--- src/rtl/shift_arbiter_ctrl.sv ---
// shift_arbiter_ctrl: two requesters share one 32-bit left barrel shifter.
// Round-robin arbitration picks a requester. SRL and SRA are built on the same
// left-shift core by reversing the bits before and after the shift, and SRA
// adds a sign-fill mask. Each result goes into a single-entry response
// register that uses valid/ready handshaking.
module shift_arbiter_ctrl #(
    parameter int START_PRI = 0,
    parameter int DATA_W    = 32
) (
    input  logic        clk,
    input  logic        rst,
    input  logic        req0_valid,
    output logic        req0_ready,
    input  logic [31:0] req0_a,
    input  logic [4:0]  req0_b,
    input  logic [1:0]  req0_op,
    input  logic        req1_valid,
    output logic        req1_ready,
    input  logic [31:0] req1_a,
    input  logic [4:0]  req1_b,
    input  logic [1:0]  req1_op,
    output logic        rsp_valid,
    input  logic        rsp_ready,
    output logic        rsp_id,
    output logic [31:0] rsp_s
);

    typedef enum logic {
        ST_EMPTY = 1'b0,
        ST_FULL  = 1'b1
    } rsp_state_e;

    // After reset, last_served points away from START_PRI, so START_PRI wins the first tie.
    localparam logic LAST_INIT = (START_PRI == 0) ? 1'b1 : 1'b0;

    rsp_state_e  state_q, state_d;
    logic        last_q, last_d;
    logic        id_q, id_d;
    logic [31:0] s_q, s_d;

    logic        can_accept_s;
    logic        grant0_s, grant1_s, accept_s;
    logic [31:0] op_a_s, sh_in_s, sh_out_s, result_s;
    logic [4:0]  op_b_s;
    logic [1:0]  op_code_s;

    // Bit reversal. SRL and SRA use it around the left-shift core.
    function automatic logic [31:0] rev32(input logic [31:0] v);
        logic [31:0] r;
        for (int i = 0; i < 32; i++) begin
            r[i] = v[31 - i];
        end
        return r;
    endfunction

    // Five-layer left barrel shifter with stages of 1, 2, 4, 8 and 16 bits.
    function automatic logic [31:0] shl32(input logic [31:0] v, input logic [4:0] amt);
        logic [31:0] l0, l1, l2, l3, l4;
        l0 = amt[0] ? {v[30:0],  1'b0}  : v;
        l1 = amt[1] ? {l0[29:0], 2'b00} : l0;
        l2 = amt[2] ? {l1[27:0], 4'h0}  : l1;
        l3 = amt[3] ? {l2[23:0], 8'h00} : l2;
        l4 = amt[4] ? {l3[15:0], 16'h0000} : l3;
        return l4;
    endfunction

    // Thermometer decode: sets the top amt bits. Bit i is set when i >= 32 - amt.
    function automatic logic [31:0] fill32(input logic [4:0] amt);
        logic [31:0] f;
        for (int i = 0; i < 32; i++) begin
            f[i] = (6'(31 - i) < {1'b0, amt});
        end
        return f;
    endfunction

    // Arbitration and handshake. Reset holds both readys low.
    always_comb begin
        can_accept_s = (state_q == ST_EMPTY) || rsp_ready;
        grant0_s     = req0_valid && (!req1_valid || (last_q == 1'b1));
        grant1_s     = req1_valid && (!req0_valid || (last_q == 1'b0));
        if (rst) begin
            req0_ready = 1'b0;
            req1_ready = 1'b0;
        end else begin
            req0_ready = grant0_s && can_accept_s;
            req1_ready = grant1_s && can_accept_s;
        end
        accept_s = req0_ready || req1_ready;
    end

    // Select the operands and run the single shifter. op[0] chooses the right-shift path.
    always_comb begin
        if (grant1_s) begin
            op_a_s    = req1_a;
            op_b_s    = req1_b;
            op_code_s = req1_op;
        end else begin
            op_a_s    = req0_a;
            op_b_s    = req0_b;
            op_code_s = req0_op;
        end
        sh_in_s  = op_code_s[0] ? rev32(op_a_s) : op_a_s;
        sh_out_s = shl32(sh_in_s, op_b_s);
        case (op_code_s)
            2'b01:   result_s = rev32(sh_out_s);
            2'b11:   result_s = rev32(sh_out_s) | (op_a_s[31] ? fill32(op_b_s) : 32'h0000_0000);
            default: result_s = sh_out_s;
        endcase
    end

    // Compute the next state of the response FSM, the response payload and the round-robin pointer.
    always_comb begin
        state_d = state_q;
        last_d  = last_q;
        id_d    = id_q;
        s_d     = s_q;
        case (state_q)
            ST_EMPTY: begin
                if (accept_s) begin
                    state_d = ST_FULL;
                end else begin
                    state_d = ST_EMPTY;
                end
            end
            ST_FULL: begin
                if (accept_s) begin
                    state_d = ST_FULL;
                end else if (rsp_ready) begin
                    state_d = ST_EMPTY;
                end else begin
                    state_d = ST_FULL;
                end
            end
            default: state_d = ST_EMPTY;
        endcase
        if (accept_s) begin
            last_d = req1_ready;
            id_d   = req1_ready;
            s_d    = result_s;
        end else begin
            last_d = last_q;
        end
    end

    // State registers with synchronous reset. Reset discards any held result.
    always_ff @(posedge clk) begin
        if (rst) begin
            state_q <= ST_EMPTY;
            last_q  <= LAST_INIT;
            id_q    <= 1'b0;
            s_q     <= 32'h0000_0000;
        end else begin
            state_q <= state_d;
            last_q  <= last_d;
            id_q    <= id_d;
            s_q     <= s_d;
        end
    end

    assign rsp_valid = (state_q == ST_FULL);
    assign rsp_id    = id_q;
    assign rsp_s     = s_q;

endmodule
--- config.mk ---
export PLATFORM = sky130hd
export DESIGN_NAME = shift_arbiter_ctrl
export DESIGN_NICKNAME = d
export VERILOG_FILES = /design/src/rtl/shift_arbiter_ctrl.sv
export SDC_FILE = /design/constraint.sdc
export NUM_CORES = 1
export LEC_CHECK = 0
export CAP_MARGIN = 20
export CORE_MARGIN = 2
export CORE_UTILIZATION = 35
export DETAILED_ROUTE_END_ITERATION = 6
export HOLD_SLACK_MARGIN = 0.12
export SETUP_SLACK_MARGIN = 0.1
export SYNTH_ARGS = -nofsm -noshare
export SYNTH_HDL_FRONTEND = slang
export SYNTH_SLANG_ARGS = --single-unit
--- constraint.sdc ---
create_clock -name clk -period 4.3 [get_ports clk]
set_input_delay 0.86 -clock clk [delete_from_list [all_inputs] [get_ports clk]]
set_output_delay 0.86 -clock clk [all_outputs]
set_load 0.005 [all_outputs]
==> results of run 1 <==
## worst max path at each step
stage / start / endpoint / depth (start not counted)
6_report: req1_valid / rsp_s[17] / 8
5_1_grt: req1_valid / rsp_s[17] / 9
4_1_cts: req1_valid / rsp_s[6] / 9
3_5_place_dp: req1_valid / rsp_s[17] / 8
3_3_place_gp: req1_valid / rsp_s[17] / 8
2_1_floorplan: req1_b[0] / rsp_s[4] / 8
## power groups by stage
stage          Sequential (W)  Clock [W]  Combinational (W)
2_1_floorplan        0.000403          0           0.000654
3_3_place_gp         0.000404          0            0.00113
3_5_place_dp         0.000405          0            0.00113
4_1_cts              0.000399   0.000436            0.00113
5_1_grt              0.000403   0.000447            0.00122
6_report             0.000399   0.000431            0.00115
## cells by family after synthesis
family	share of synthesized area, %
muxes	44.7
and+or+nand+nor	13.2
DFF	11.7
buffers and inverters	6.39
xor gates and xnor gates	0.293
AOI/OAI and AO/OA	23.6
## state kept, by name, summed over array words and instances (netlist names)
name,flops
last_q,1
rsp_s,32
rsp_valid,1
rsp_id,1
## worst register-to-register path, stage by stage, from the launching register on
cell	delay (ps)
dfxtp_1	350
a21boi_4	480
mux2_2	510
a222oi_1	740
a221o_1	310
o31ai_1	170
a2111oi_2	410
a2111oi_1	100
## metrics by stage
step	cell area (sq um)	setup slack, ps	util, %	power, W
after global routing	7700	185	46.2	0.00207
after global placement	7520	92.1	45.2	0.00153
after detailed placement	7520	111	45.2	0.00153
final	7700	302	46.2	0.00198
after floorplan	5970	1090	-	0.00106
after CTS	7700	395	46.2	0.00197
## final cells by class
type / count / share of cell area (%)
Clock buffer: 6 / 1.80
Sequential cell: 35 / 9.10
Inverter: 3 / 0.146
Clock inverter: 2 / 0.455
Tap cell: 220 / 3.58
Multi-Input combinational cell: 578 / 63.6
Timing Repair Buffer: 175 / 21.3
## per-layer routing
layer | up-vias | global-route usage, %
met5 | - | 0
met4 | 0 | 6.20
met3 | 55 | 3.45
met2 | 361 | 45.3
met1 | 3289 | 40.5
li1 | 2944 | -
## cells in the final DEF (no fill, tap or decap), types with 22 or more instances in the layout
cell type / n
a21oi_1: 57
buf_4: 53
clkdlybuf4s50_1: 114
dfxtp_1: 35
mux2_2: 22
mux2i_1: 114
mux4_2: 54
nand2_1: 51
nor2_1: 66
o21ai_0: 31
==> results.md, run 1 <==
- Sw Ratio: between 40% and 50%
- Ports: ~120
- Residual DRC: 0
- Antenna violations before repair: 0
- Post-route ant nets: 0
- HPWL Detailed: just over 20 mm
- Port bufs: 118
- Internal reg-to-reg setup slack: 1090 ps
- Mean Syn Cell Area: about 8.7 sq um
- Dpl cells: a little over 1000
- Die Y: approximately 130 microns
- RR Startpoint: last_q
- Hold Path End: rsp_s[1]
- Via density: between 6 and 7
- Top cell type by total area after synthesis: mux4_2
- Initial core utilization: between 30 and 40%
- Register area: around 700 sq um
- Final nets: just under 900
- RSZ-0062 raised after global routing: false
- Asr flop ratio synth: 0%
- Top cells by instance count after synthesis: 115 x mux2i_1, 66 x nor2_1, 57 x a21oi_1
- Worst Path Arrival: ~4200 ps
- Final std cells w/o fill: just over 1000
- Clock transition at path regs: ~60 ps
- Outcome: completed
- Gp weighted congestion: 0.968
- Fin crit share: between 90% and 100%
- Core Region: around 17000 sq um
- Post-synth EDFFs: 0
- Drt pass-1 iters: 6
- Synth area leaders: mux4_2 20%, mux2i_1 19%, dfxtp_1 12%
- Slew Limit Fails: 0
- H-tree lvl count: 2
- Clock sink count: 35
- Iter 0 DRT Violations: approximately 800
- Sequential power share: between 20% and 30%
- Max Clk Rate: between 0.2 and 0.3 GHz
- Hold Crit Depth: 1
- Hold wc startpoint: rsp_s[1]
- Num rows: 47
- Maximum clock path buffer count: 2
- Die X: about 130 microns
- Fillcell total: around 1600
- Skew-Pair Late Insertion Delay: between 200 and 300 ps
- Internal power: 0.00118 W
- # setup viols final: 0
- Critical-path cell list: clkdlybuf4s50_1 -> a21boi_4 -> mux2_2 -> a222oi_1 -> a221o_1 -> o31ai_1 -> a2111oi_2 -> a2111oi_1
- Antenna fix cells: 0
- TritonCTS clock tree: done
- Part of the Yosys area used for sequential elements: 11.7%
- Setup Buffers After CTS: 0
- Mapped Area: 5970 sq um
- Top sig layer: met4
- Cts repair resizes: 0
- Slowest stage delay, CP: ~740 ps
- Hold Crit Class: flop to flop
- Gr ovfl total: 0
- Met2 WL: 12.0 mm
- FF-to-FF path depth: 7
- Multi-input gate area: roughly 5000 sq um
- First-pass GRT wire length: 39.3 mm
- Clk network pwr share: a little over a fifth
- Area grow syn2layout: 28.8%
- Slowest CP cell: a222oi_1
- Cell leakage power: around 3 nW
- Part of the power in combinational logic: ~58%
- Setup_tns: 0 ps
- Root Buffer: clkbuf_16
- Hold Fails Final Rpt: 0
- Crit path time final: about 4000 ps
- VDD IR max: approximately 0.14 mV
- Number of buffers created by CTS: 5
- Count of maximum capacitance violations: 0
- Crit path max-delay family: compound AO/OA/AOI/OAI gates
- Synth warn: 0
- Setup Skew: roughly 4.8 ps
- Routed length per instance: 25.3 microns
- Sw Pwr: roughly 0.00080 W
- Via Count: 6649
- Mapped Nets: 768
- Endpoint class of the critical path: flop
- Relative slew slack: around a third
- Top cell type's share of synthesized area: roughly a fifth
- GRT Total Usage: between 20% and 30%
- Final hold slack: around 470 ps
- CP bufs+invs: 1
- Met3 Wirelength: roughly 2.0 mm
- Die ar.: around 18000 sq um
- CP Class: input port to flop
- Count of different cell masters after synthesis: approximately 70
- Worst R2R End: rsp_s[17]
- Startpoint types: input port
- Routed WL: around 26 mm
- Layout cell share with drive strength beyond 1: roughly a fifth
- Post-synthesis cell count: 685
- PwrDens: 258 nW/um^2
- Most common cell in the netlist: mux2i_1
- Largest net degree at the start of global routing: 31
- Main flop type after synthesis: dfxtp_1
- Yosys reg bits: 35
- Worst-Margin Slew: a little under 1000 ps
- Required @ worst endpoint: 4460 ps
- M1 WL: 11.3 mm
- CTS Hold Bufs: 0
- Worst-path fanout max: 12
- Vias in the first global route: 6517
Note: power is estimated with default switching activity, not from simulation.
==> inputs of run 2 (changes only) <==
--- a/config.mk
+++ b/config.mk
@@ -5,12 +5,12 @@
 export SDC_FILE = /design/constraint.sdc
 export NUM_CORES = 1
 export LEC_CHECK = 0
-export CAP_MARGIN = 20
-export CORE_MARGIN = 2
+export CORE_MARGIN = 8
 export CORE_UTILIZATION = 35
 export DETAILED_ROUTE_END_ITERATION = 6
 export HOLD_SLACK_MARGIN = 0.12
 export SETUP_SLACK_MARGIN = 0.1
+export SLEW_MARGIN = 15
 export SYNTH_ARGS = -nofsm -noshare
 export SYNTH_HDL_FRONTEND = slang
 export SYNTH_SLANG_ARGS = --single-unit
==> results.md, run 2 (same netlist as run 1, synthesis figures left out) <==
- Hold Fails Final Rpt: 0 (unchanged)
- Vias in the first global route: 6626 (+1.7%)
- H-tree lvl count: 2 (unchanged)
- Antenna violations before repair: 0 (unchanged)
- Via Count: 6625 (-0.36%)
- CP Class: input port to flop
- Worst Path Arrival: 4220 ps (+60 ps)
- Routed length per instance: 25.6 microns (+1.2%)
- Area grow syn2layout: 28.3%
- Critical path destination: rsp_s[1]
- Die X: 147 microns (+8.9%)
- Initial core utilization: 35.9% (unchanged)
- Core Region: 16600 sq um (unchanged)
- Post-route ant nets: 0 (unchanged)
- Ports: 119 (unchanged)
- Drt pass-1 iters: 5 (-1)
- Crit path time final: 3980 ps (-14.9 ps)
- Routed WL: 26.1 mm (+1.3%)
- Die ar.: 21500 sq um (+19%)
- HPWL Detailed: 20.8 mm (+2.3%)
- Number of buffers created by CTS: 5 (unchanged)
- Antenna fix cells: 0 (unchanged)
- Root Buffer: clkbuf_16
- Gr ovfl total: 0 (unchanged)
- TritonCTS clock tree: done
- Startpoint types: input port
- PwrDens: 250 nW/um^2 (-3.0%)
- Internal reg-to-reg setup slack: 1100 ps (about the same)
- Layout cell share with drive strength beyond 1: 20.3% (+0.10 points)
- Gp weighted congestion: 0.940 (-2.8%)
- Setup Skew: 6.05 ps (+1.22 ps)
- Iter 0 DRT Violations: 734 (-8.6%)
- Residual DRC: 0 (unchanged)
- Maximum clock path buffer count: 2 (unchanged)
- Internal power: 0.00110 W (-6.3%)
- Skew-Pair Late Insertion Delay: 290 ps (about the same)
- Largest net degree at the start of global routing: 30 (-3.2%)
- Worst-Margin Slew: 1000 ps (+7.91 ps)
- Fin crit share: 92.6% (-0.35 points)
- RSZ-0062 raised after global routing: false
- Worst R2R End: rsp_s[1]
- Slew Limit Fails: 0 (unchanged)
- Worst-path fanout max: 10 (-2)
- Setup Buffers After CTS: 0 (unchanged)
- Clock transition at path regs: 60 ps (about the same)
- Required @ worst endpoint: 4540 ps (+80 ps)
- Cell repeated most along the worst path: buf_4
- # setup viols final: 0 (unchanged)
- Via density: 6.50 (-0.46%)
- Sw Ratio: 42.3% (+1.8 points)
- Max reg flops: 32 (unchanged)
- First-pass GRT wire length: 40.2 mm (+2.1%)
- Final nets: 882 (+0.11%)
- Hold Crit Depth: 1 (unchanged)
- Part of the power in combinational logic: 60.1% (+2.0 points)
- Sw Pwr: 0.000810 W (+0.80%)
- Critical-path cell list: clkdlybuf4s50_1 -> a21boi_4 -> buf_4 -> mux2i_1 -> mux2_2 -> nor2_1 -> a221o_1 -> buf_4 -> mux4_2 -> a21oi_1 -> a21o_1
- CTS Hold Bufs: 0 (unchanged)
- Num rows: 47 (unchanged)
- Clk network pwr share: 19.0% (-2.7 points)
- Clock sink count: 35 (unchanged)
- CP Launch Point: req1_valid
- Hold Crit Class: flop to flop
- Cell leakage power: 2.97 nW (-0.73%)
- Port bufs: 118 (unchanged)
- Count of maximum capacitance violations: 0 (unchanged)
- Slowest stage delay, CP: 540 ps (-200 ps)
- RR Startpoint: last_q
- Cts repair resizes: 0 (unchanged)
- FF-to-FF path depth: 10 (+3)
- Setup_tns: 0 ps (unchanged)
- Endpoint class of the critical path: flop
- VDD IR max: 0.170 mV (+18%)
- Final hold slack: 463 ps (-3.41 ps)
- Sequential power share: 20.9% (+0.8 points)
- Most frequent cells in the layout: 114 x mux2i_1, 114 x clkdlybuf4s50_1, 66 x nor2_1, 57 x a21oi_1, 55 x buf_4
- Max Clk Rate: 0.251 GHz (+0.37%)
- GRT Total Usage: 23.5% (-4.6 points)
- Relative slew slack: 33.0% (-0.53 points)
- Slowest CP cell: clkdlybuf4s50_1
- Die Y: 147 microns (+8.9%)
- Outcome: completed
-- run 2: cell types whose count changed in the layout (fill, tap and decap cells not counted), sizes merged --
cell      change
buf           +1
clkbuf        -1
clkinvlp      +2
bufinv        -1
-- run 2: critical path: cells and delay by family --
kind,cells,cell delay (ps)
mux,3,1260
buf+inv,3,990
simple gates,1,40
compound gates,4,1060
-- run 2: final cells by class --
type                            count  area, sq um
Fill cell                        1634         8980
Multi-Input combinational cell    578         4900
Timing Repair Buffer              176         1630
Clock buffer                        5          125
Clock inverter                      3         20.0
Inverter                            3         11.3
Tap cell                          220          275
Sequential cell                    35          701
-- run 2: worst min path at each step --
stage                     startpoint        end  slack (ps)
final                       rsp_s[1]   rsp_s[1]         460
after global routing        rsp_s[1]   rsp_s[1]         490
after CTS                   rsp_s[1]   rsp_s[1]         470
after detailed placement    rsp_s[1]   rsp_s[1]         440
after global placement      rsp_s[1]   rsp_s[1]         460
after floorplan            rsp_s[12]  rsp_s[12]         450
-- run 2: metrics by stage --
stage	power [W]	std cells	utilization [%]	instance area [sq um]	worst slack, ps
floorplan	0.00106	685	-	5970	1090
global placement	0.00153	1012	45.2	7520	134
detailed placement	0.00153	1012	45.2	7520	108
CTS	0.00190	1020	46.0	7660	400
global route	0.00201	1020	46.0	7660	291
finish	0.00191	1020	46.0	7660	317
-- run 2: power groups by stage --
stage	registers, W	clock network (W)	logic (W)
6_report	0.000400	0.000365	0.00115
5_1_grt	0.000405	0.000390	0.00122
4_1_cts	0.000400	0.000370	0.00113
3_5_place_dp	0.000406	0	0.00113
3_3_place_gp	0.000405	0	0.00113
2_1_floorplan	0.000403	0	0.000654
-- run 2: routing by layer --
| metal | vias up | wire (microns) | global-route usage, % |
|---|---|---|---|
| met4 | 0 | 486 | 5.05 |
| li1 | 2945 | - | - |
| met3 | 40 | 1720 | 3.71 |
| met5 | - | 0 | 0 |
| met2 | 322 | 12200 | 37.6 |
| met1 | 3318 | 11700 | 32.6 |
